[src/rtl/adpll_seq_if.sv]
// ============================================================================
// Module   : adpll_seq_if
// Purpose  : ADPLL register bus (valid/address/wdata/wstrb/rdata/ready).
// Revision : 1.0 - initial release
// ============================================================================
`default_nettype none

interface adpll_seq_if #(
    parameter int ADDR_W = 5
);
    logic              m_valid;
    logic [ADDR_W-1:0] m_address;
    logic [31:0]       m_wdata;
    logic              m_wstrb;
    logic [31:0]       m_rdata;
    logic              m_ready;

    modport master (
        output m_valid, m_address, m_wdata, m_wstrb,
        input  m_rdata, m_ready
    );

    modport slave (
        input  m_valid, m_address, m_wdata, m_wstrb,
        output m_rdata, m_ready
    );
endinterface

`default_nettype wire

[src/rtl/adpll_seq.sv]
// ============================================================================
// Module   : adpll_seq
// Purpose  : ADPLL bring-up/retune sequencer: reset, FCW, mode, enable, then
//            settle and poll for lock with timeout; abortable at any point.
// Revision : 1.0 - initial release
// ============================================================================
`default_nettype none

module adpll_seq #(
    parameter int ADDR_W      = 5,
    parameter int FCWW        = 26,
    parameter int A_SOFT_RST  = 0,
    parameter int A_FCW       = 1,
    parameter int A_MODE      = 2,
    parameter int A_EN        = 3,
    parameter int A_LOCK      = 4,
    parameter int SETTLE_CYC  = 256,
    parameter int LOCK_CONF   = 4,
    parameter int TIMEOUT_CYC = 65536,
    parameter int CNT_W       = 17
) (
    input  wire logic            clk,
    input  wire logic            rst,
    input  wire logic            start_i,
    input  wire logic            abort_i,
    input  wire logic [FCWW-1:0] fcw_in_i,
    input  wire logic [1:0]      mode_in_i,
    output logic                 busy_o,
    output logic                 done_o,
    output logic                 locked_o,
    output logic                 timeout_o,
    adpll_seq_if.master          bus
);

    localparam int CONF_W = $clog2(LOCK_CONF + 1);

    typedef enum logic [3:0] {
        S_IDLE   = 4'd0,
        S_W_SRST = 4'd1,
        S_W_FCW  = 4'd2,
        S_W_MODE = 4'd3,
        S_W_EN   = 4'd4,
        S_SETTLE = 4'd5,
        S_POLL   = 4'd6,
        S_W_DIS  = 4'd7,
        S_FIN    = 4'd8
    } state_t;

    state_t              state_q, state_d;
    logic                wait_q, wait_d;
    logic                abort_q, abort_d;
    logic [FCWW-1:0]     fcw_q, fcw_d;
    logic [1:0]          mode_q, mode_d;
    logic [CNT_W-1:0]    cnt_q, cnt_d;
    logic [CONF_W-1:0]   conf_q, conf_d;
    logic                locked_q, locked_d;
    logic                timeout_q, timeout_d;

    logic                w_is_bus;
    logic                w_acc_done;
    logic                w_abort_now;
    logic [CNT_W-1:0]    w_cnt_inc;
    logic [CONF_W-1:0]   w_conf_next;

    always_ff @(posedge clk or posedge rst) begin
        if (rst) begin
            state_q   <= S_IDLE;
            wait_q    <= 1'b0;
            abort_q   <= 1'b0;
            fcw_q     <= '0;
            mode_q    <= '0;
            cnt_q     <= '0;
            conf_q    <= '0;
            locked_q  <= 1'b0;
            timeout_q <= 1'b0;
        end else begin
            state_q   <= state_d;
            wait_q    <= wait_d;
            abort_q   <= abort_d;
            fcw_q     <= fcw_d;
            mode_q    <= mode_d;
            cnt_q     <= cnt_d;
            conf_q    <= conf_d;
            locked_q  <= locked_d;
            timeout_q <= timeout_d;
        end
    end

    // Bus fields follow the state directly, so they stay put until m_ready.
    always_comb begin
        w_is_bus      = (state_q == S_W_SRST) || (state_q == S_W_FCW) ||
                        (state_q == S_W_MODE) || (state_q == S_W_EN)  ||
                        (state_q == S_POLL)   || (state_q == S_W_DIS);
        bus.m_valid   = w_is_bus && !wait_q;
        bus.m_address = '0;
        bus.m_wdata   = '0;
        bus.m_wstrb   = 1'b0;
        case (state_q)
            S_W_SRST: begin
                bus.m_address = ADDR_W'(A_SOFT_RST);
                bus.m_wdata   = 32'd1;
                bus.m_wstrb   = 1'b1;
            end
            S_W_FCW: begin
                bus.m_address = ADDR_W'(A_FCW);
                bus.m_wdata   = 32'(fcw_q);
                bus.m_wstrb   = 1'b1;
            end
            S_W_MODE: begin
                bus.m_address = ADDR_W'(A_MODE);
                bus.m_wdata   = 32'(mode_q);
                bus.m_wstrb   = 1'b1;
            end
            S_W_EN: begin
                bus.m_address = ADDR_W'(A_EN);
                bus.m_wdata   = 32'd1;
                bus.m_wstrb   = 1'b1;
            end
            S_POLL: begin
                bus.m_address = ADDR_W'(A_LOCK);
            end
            S_W_DIS: begin
                bus.m_address = ADDR_W'(A_EN);
                bus.m_wstrb   = 1'b1;
            end
            default: ;
        endcase
    end

    always_comb begin
        state_d     = state_q;
        wait_d      = wait_q;
        abort_d     = abort_q;
        fcw_d       = fcw_q;
        mode_d      = mode_q;
        cnt_d       = cnt_q;
        conf_d      = conf_q;
        locked_d    = locked_q;
        timeout_d   = timeout_q;

        w_acc_done  = w_is_bus && wait_q && bus.m_ready;
        w_abort_now = abort_q || abort_i;
        w_cnt_inc   = (cnt_q == {CNT_W{1'b1}}) ? cnt_q : cnt_q + CNT_W'(1);
        w_conf_next = bus.m_rdata[0] ? conf_q + CONF_W'(1) : '0;

        if (w_is_bus) begin
            if (!wait_q) begin
                wait_d = 1'b1;
            end else if (bus.m_ready) begin
                wait_d = 1'b0;
            end
        end

        // Abort during an access is remembered and honoured once it completes.
        if (abort_i && w_is_bus && (state_q != S_W_DIS)) begin
            abort_d = 1'b1;
        end

        case (state_q)
            S_IDLE: begin
                abort_d = 1'b0;
                if (start_i) begin
                    fcw_d     = fcw_in_i;
                    mode_d    = mode_in_i;
                    locked_d  = 1'b0;
                    timeout_d = 1'b0;
                    cnt_d     = '0;
                    conf_d    = '0;
                    state_d   = S_W_SRST;
                end
            end
            S_W_SRST: if (w_acc_done) state_d = w_abort_now ? S_W_DIS : S_W_FCW;
            S_W_FCW:  if (w_acc_done) state_d = w_abort_now ? S_W_DIS : S_W_MODE;
            S_W_MODE: if (w_acc_done) state_d = w_abort_now ? S_W_DIS : S_W_EN;
            S_W_EN: begin
                if (w_acc_done) begin
                    cnt_d   = '0;
                    conf_d  = '0;
                    state_d = w_abort_now ? S_W_DIS : S_SETTLE;
                end
            end
            S_SETTLE: begin
                cnt_d = w_cnt_inc;
                if (abort_i) begin
                    state_d = S_W_DIS;
                end else if (w_cnt_inc == CNT_W'(SETTLE_CYC)) begin
                    state_d = S_POLL;
                end
            end
            S_POLL: begin
                cnt_d = w_cnt_inc;
                if (w_acc_done) begin
                    conf_d = w_conf_next;
                    if (w_abort_now) begin
                        state_d = S_W_DIS;
                    end else if (w_conf_next == CONF_W'(LOCK_CONF)) begin
                        locked_d = 1'b1;
                        state_d  = S_FIN;
                    end else if (cnt_q >= CNT_W'(TIMEOUT_CYC)) begin
                        timeout_d = 1'b1;
                        state_d   = S_W_DIS;
                    end
                end
            end
            S_W_DIS:  if (w_acc_done) state_d = S_FIN;
            S_FIN:    state_d = S_IDLE;
            default:  state_d = S_IDLE;
        endcase
    end

    assign busy_o    = (state_q != S_IDLE);
    assign done_o    = (state_q == S_FIN);
    assign locked_o  = locked_q;
    assign timeout_o = timeout_q;

endmodule

`default_nettype wire

[src/flat_wrapper.sv]
// flat-port wrapper written by rule: the top's interface ports become plain ports
module adpll_seq_flat 
#(
    parameter int ADDR_W      = 5,
    parameter int FCWW        = 26,
    parameter int A_SOFT_RST  = 0,
    parameter int A_FCW       = 1,
    parameter int A_MODE      = 2,
    parameter int A_EN        = 3,
    parameter int A_LOCK      = 4,
    parameter int SETTLE_CYC  = 256,
    parameter int LOCK_CONF   = 4,
    parameter int TIMEOUT_CYC = 65536,
    parameter int CNT_W       = 17
)
  (clk, rst, start_i, abort_i, fcw_in_i, mode_in_i, busy_o, done_o, locked_o, timeout_o, bus_m_valid, bus_m_address, bus_m_wdata, bus_m_wstrb, bus_m_rdata, bus_m_ready);
  adpll_seq_if #(.ADDR_W(ADDR_W)) bus_i ();
  input  wire logic clk;
  input  wire logic rst;
  input  wire logic start_i;
  input  wire logic abort_i;
  input  wire logic [FCWW-1:0] fcw_in_i;
  input  wire logic [1:0] mode_in_i;
  output logic busy_o;
  output logic done_o;
  output logic locked_o;
  output logic timeout_o;
  output wire logic [$bits(bus_i.m_valid)-1:0] bus_m_valid;
  output wire logic [$bits(bus_i.m_address)-1:0] bus_m_address;
  output wire logic [$bits(bus_i.m_wdata)-1:0] bus_m_wdata;
  output wire logic [$bits(bus_i.m_wstrb)-1:0] bus_m_wstrb;
  input wire logic [$bits(bus_i.m_rdata)-1:0] bus_m_rdata;
  input wire logic [$bits(bus_i.m_ready)-1:0] bus_m_ready;
  assign bus_m_valid = bus_i.m_valid;
  assign bus_m_address = bus_i.m_address;
  assign bus_m_wdata = bus_i.m_wdata;
  assign bus_m_wstrb = bus_i.m_wstrb;
  assign bus_i.m_rdata = bus_m_rdata;
  assign bus_i.m_ready = bus_m_ready;
  adpll_seq #(.ADDR_W(ADDR_W), .FCWW(FCWW), .A_SOFT_RST(A_SOFT_RST), .A_FCW(A_FCW), .A_MODE(A_MODE), .A_EN(A_EN), .A_LOCK(A_LOCK), .SETTLE_CYC(SETTLE_CYC), .LOCK_CONF(LOCK_CONF), .TIMEOUT_CYC(TIMEOUT_CYC), .CNT_W(CNT_W)) u_core (.clk(clk), .rst(rst), .start_i(start_i), .abort_i(abort_i), .fcw_in_i(fcw_in_i), .mode_in_i(mode_in_i), .busy_o(busy_o), .done_o(done_o), .locked_o(locked_o), .timeout_o(timeout_o), .bus(bus_i));
endmodule
[config.mk]
export PLATFORM = sky130hd
export DESIGN_NAME = adpll_seq_flat
export DESIGN_NICKNAME = d
export VERILOG_FILES = /design/src/rtl/adpll_seq_if.sv /design/src/rtl/adpll_seq.sv /design/src/flat_wrapper.sv
export SDC_FILE = /design/constraint.sdc
export NUM_CORES = 1
export LEC_CHECK = 0
export CELL_PAD_IN_SITES_DETAIL_PLACEMENT = 0
export CELL_PAD_IN_SITES_GLOBAL_PLACEMENT = 1
export CORE_AREA = 5 5 105 107
export CTS_CLUSTER_DIAMETER = 40
export DETAILED_ROUTE_END_ITERATION = 8
export DIE_AREA = 0 0 110 112
export PLACE_DENSITY = 0.85
export SLEW_MARGIN = 30
export SYNTH_ARGS = -nofsm -noshare
export SYNTH_HDL_FRONTEND = slang
export SYNTH_SLANG_ARGS = --single-unit
[constraint.sdc]
create_clock -name clk -period 2.4 [get_ports clk]
set_input_delay 0.24 -clock clk [delete_from_list [all_inputs] [get_ports clk]]
set_output_delay 0.24 -clock clk [all_outputs]
set_load 0.005 [all_outputs]
==> run metrics <==
Worst IR Drop VDD 0.000376 V; Clk Latency, worst-skew pair 0.32 ns; deepest clock path buffer count 2; Initial DRC Count 98; die area 12300 um^2; Slew Limit Fails 0; RSZ-0062 raised after global routing true; Die Ht roughly 110 um; final number of hold-violating endpoints 0; Initial Util 0.338; ratio of final minimum period to clock period 0.965; slowest CP cell clkdlybuf4s50_1; Finish-stage setup viols 0; CTS buffer count 5; Leak 1.85 nW; Post-synth EDFFs 0; Num Clock Sinks 56; initial antenna violation count 0; gr usage total 0.142; nets@finish between 500 and 600; Worst setup startpoint u_core.state_q[0]; RR Endpoint u_core.state_q[1]; final WL 8680 um; worst-path fanout max 20; Largest stage delay, worst path 0.50 ns; first-pass GRT wire length 14200 um; Post-synth ARST share 1.00; post-DP HPWL 6370 um; Avg Cell Area, Syn 9.37 um^2; crit path cell chain buf_4 > nor3_2 > buf_4 > and2_1 > clkdlybuf4s50_1; Critical path destination bus_m_wdata[6]; I/O pin count 108; WL per Instance 15.0 um; Mapped Cells 362; Final WS setup 0.0839 ns; Die Wd 110 um; crit path launch type register; grt total ovfl 0; most common cell after layout, fill and taps aside clkdlybuf4s50_1; vias in the first global route 2840; CTS tree built; Post-Layout Inst Area ~4500 um^2; sequential-to-total area share from yosys stat 0.413; vias 2953; Setup Skew 0.0134 ns; Core Region 10000 um^2; worst slew pin tran between 0.5 and 0.6 ns; Synth-to-Final Area Change 31.4%; # rows 37; proportion of layout cells with a drive suffix above 1 0.187; largest net degree at the start of global routing 36; # port buffers 68; class of the worst hold path in2async; Antenna Cells 0; Worst EP arrival 2.08 ns; most common flop cell mapped by yosys dfrtp_1; Achievable Freq 0.432 GHz; DR pass1 iterations 4; pre-CTS setup slack 0.242 ns; commonest non-fill, non-tap cells in the layout clkdlybuf4s50_1 (68), dfrtp_1 (55), mux2_2 (30); critical path class reg2out; Crit path top cell by count buf_4; root buf cell clkbuf_8; Yosys cell types 52; Seq cells post-synth 56; slew margin rel. 0.612; PD cells approximately 1000 nW/um^2; Area after DPL 4330 um^2; crit path capture type output port; cts hold-fix bufs 0; clk slew on worst S/H paths 0.11 ns; cells on worst reg2reg path 7; synth warn 0; drt via density roughly 5; Remaining DRCs 0; Final ANT Viol Nets 0; Reg2Reg Setup Slack ~0.32 ns; max_cap viols 0; Syn Std Cell Area around 3400 um^2; reg-to-reg startpoint u_core.state_q[0]; run status finished clean; routability congestion estimate 0.885; Period minus WS final approximately 2.3 ns; CTS H-tree depth 2; critical path data required time roughly 2.2 ns
-- synthesized netlist by cell type (3+ instances only) --
cell,number,share of area
or3_1,3,0.0055
nor4_1,4,0.0074
nand4_1,6,0.011
nand2b_1,6,0.011
and4_1,4,0.010
inv_1,12,0.013
clkbuf_1,11,0.012
nand3_1,10,0.015
dfrtp_1,56,0.41
o22a_1,3,0.0077
nor3_1,13,0.019
mux2i_1,3,0.0089
xnor2_1,5,0.013
buf_4,10,0.022
o21ai_0,25,0.037
mux2_2,30,0.10
a31oi_1,9,0.017
buf_2,9,0.013
nor2_1,21,0.023
a21oi_1,26,0.038
o31ai_1,3,0.0066
and2_1,27,0.050
nand2_1,24,0.027
-- cells by family after synthesis --
kind of cell               count (synthesis)  synth area share
muxes                                     33             0.108
other                                      1           0.00111
adders and majority gates                  2           0.00738
and+or+nand+nor                          136             0.236
xor gates and xnor gates                   6            0.0155
buffers and inverters                     44            0.0631
AOI/OAI and AO/OA                         84             0.155
DFF                                       56             0.413
-- registers in the layout, summed over array words and instances, names as in the netlist --
register / count
u_core.fcw_q: 26
u_core.cnt_q: 17
u_core.locked_o: 1
u_core.mode_q: 2
u_core.timeout_o: 1
u_core.abort_q: 1
u_core.wait_q: 1
u_core.conf_q: 3
u_core.state_q: 4
-- per-layer routing --
metal	GRT usage	wire (um)	vias to the layer above
met3	0.0249	512	6
met5	0	0	-
met1	0.188	3820	1424
met2	0.238	4260	75
met4	0.0316	82	0
li1	-	-	1448
-- area by class of cell --
class / instances / area [um^2]
fillers: 985 / 5590
multi-input cells: 269 / 1810
flip-flops and latches: 56 / 1400
repair buffers: 99 / 938
well taps: 136 / 170
clock buffers: 5 / 68.8
inverters: 12 / 45.0
clock inverters: 3 / 25.0
-- worst min path at each step --
stage                     slack, ns                to  depth (start not counted)              from
after floorplan                0.33   u_core.locked_o                          1           start_i
after global placement         0.48   u_core.fcw_q[3]                          1   u_core.fcw_q[3]
after detailed placement       0.48  u_core.fcw_q[12]                          1  u_core.fcw_q[12]
after CTS                      0.26  u_core.fcw_q[19]                          2               rst
after global routing           0.28  u_core.fcw_q[23]                          2               rst
final                          0.25  u_core.fcw_q[23]                          2               rst
-- through the flow --
step           std cells  setup TNS, ns  hold WS [ns]   util  total power, mW
5_1_grt              580         -0.407         0.280  0.444             4.94
4_1_cts              579              0         0.264  0.442             4.60
6_report             580              0         0.247  0.444             4.59
2_1_floorplan        369              0         0.326      -             2.99
3_3_place_gp         570              0         0.477  0.431             3.94
3_5_place_dp         570              0         0.485  0.431             4.01
-- where the power goes --
group	total [mW]	internal, mW	leakage (nW)	switching (mW)
Sequential	1.52	1.28	0.709	0.240
Clock	0.552	0.214	0.0452	0.338
Combinational	2.52	1.34	1.09	1.18
Total	4.59	2.83	1.85	1.76
-- critical path, delay by kind of cell, from the launching register on --
kind                   cells  cell delay, ns
buffers and inverters      3            0.93
DFF                        1            0.41
and+or+nand+nor            2            0.41
-- what timing repair did --
action / 4_1_cts / 5_1_grt
setup buffers: 0 / 1
resized for setup: 6 / 0
endpoints found under the setup margin: 24 / 27
cloned: 1 / 0
Note: power is estimated with default switching activity, not from simulation.
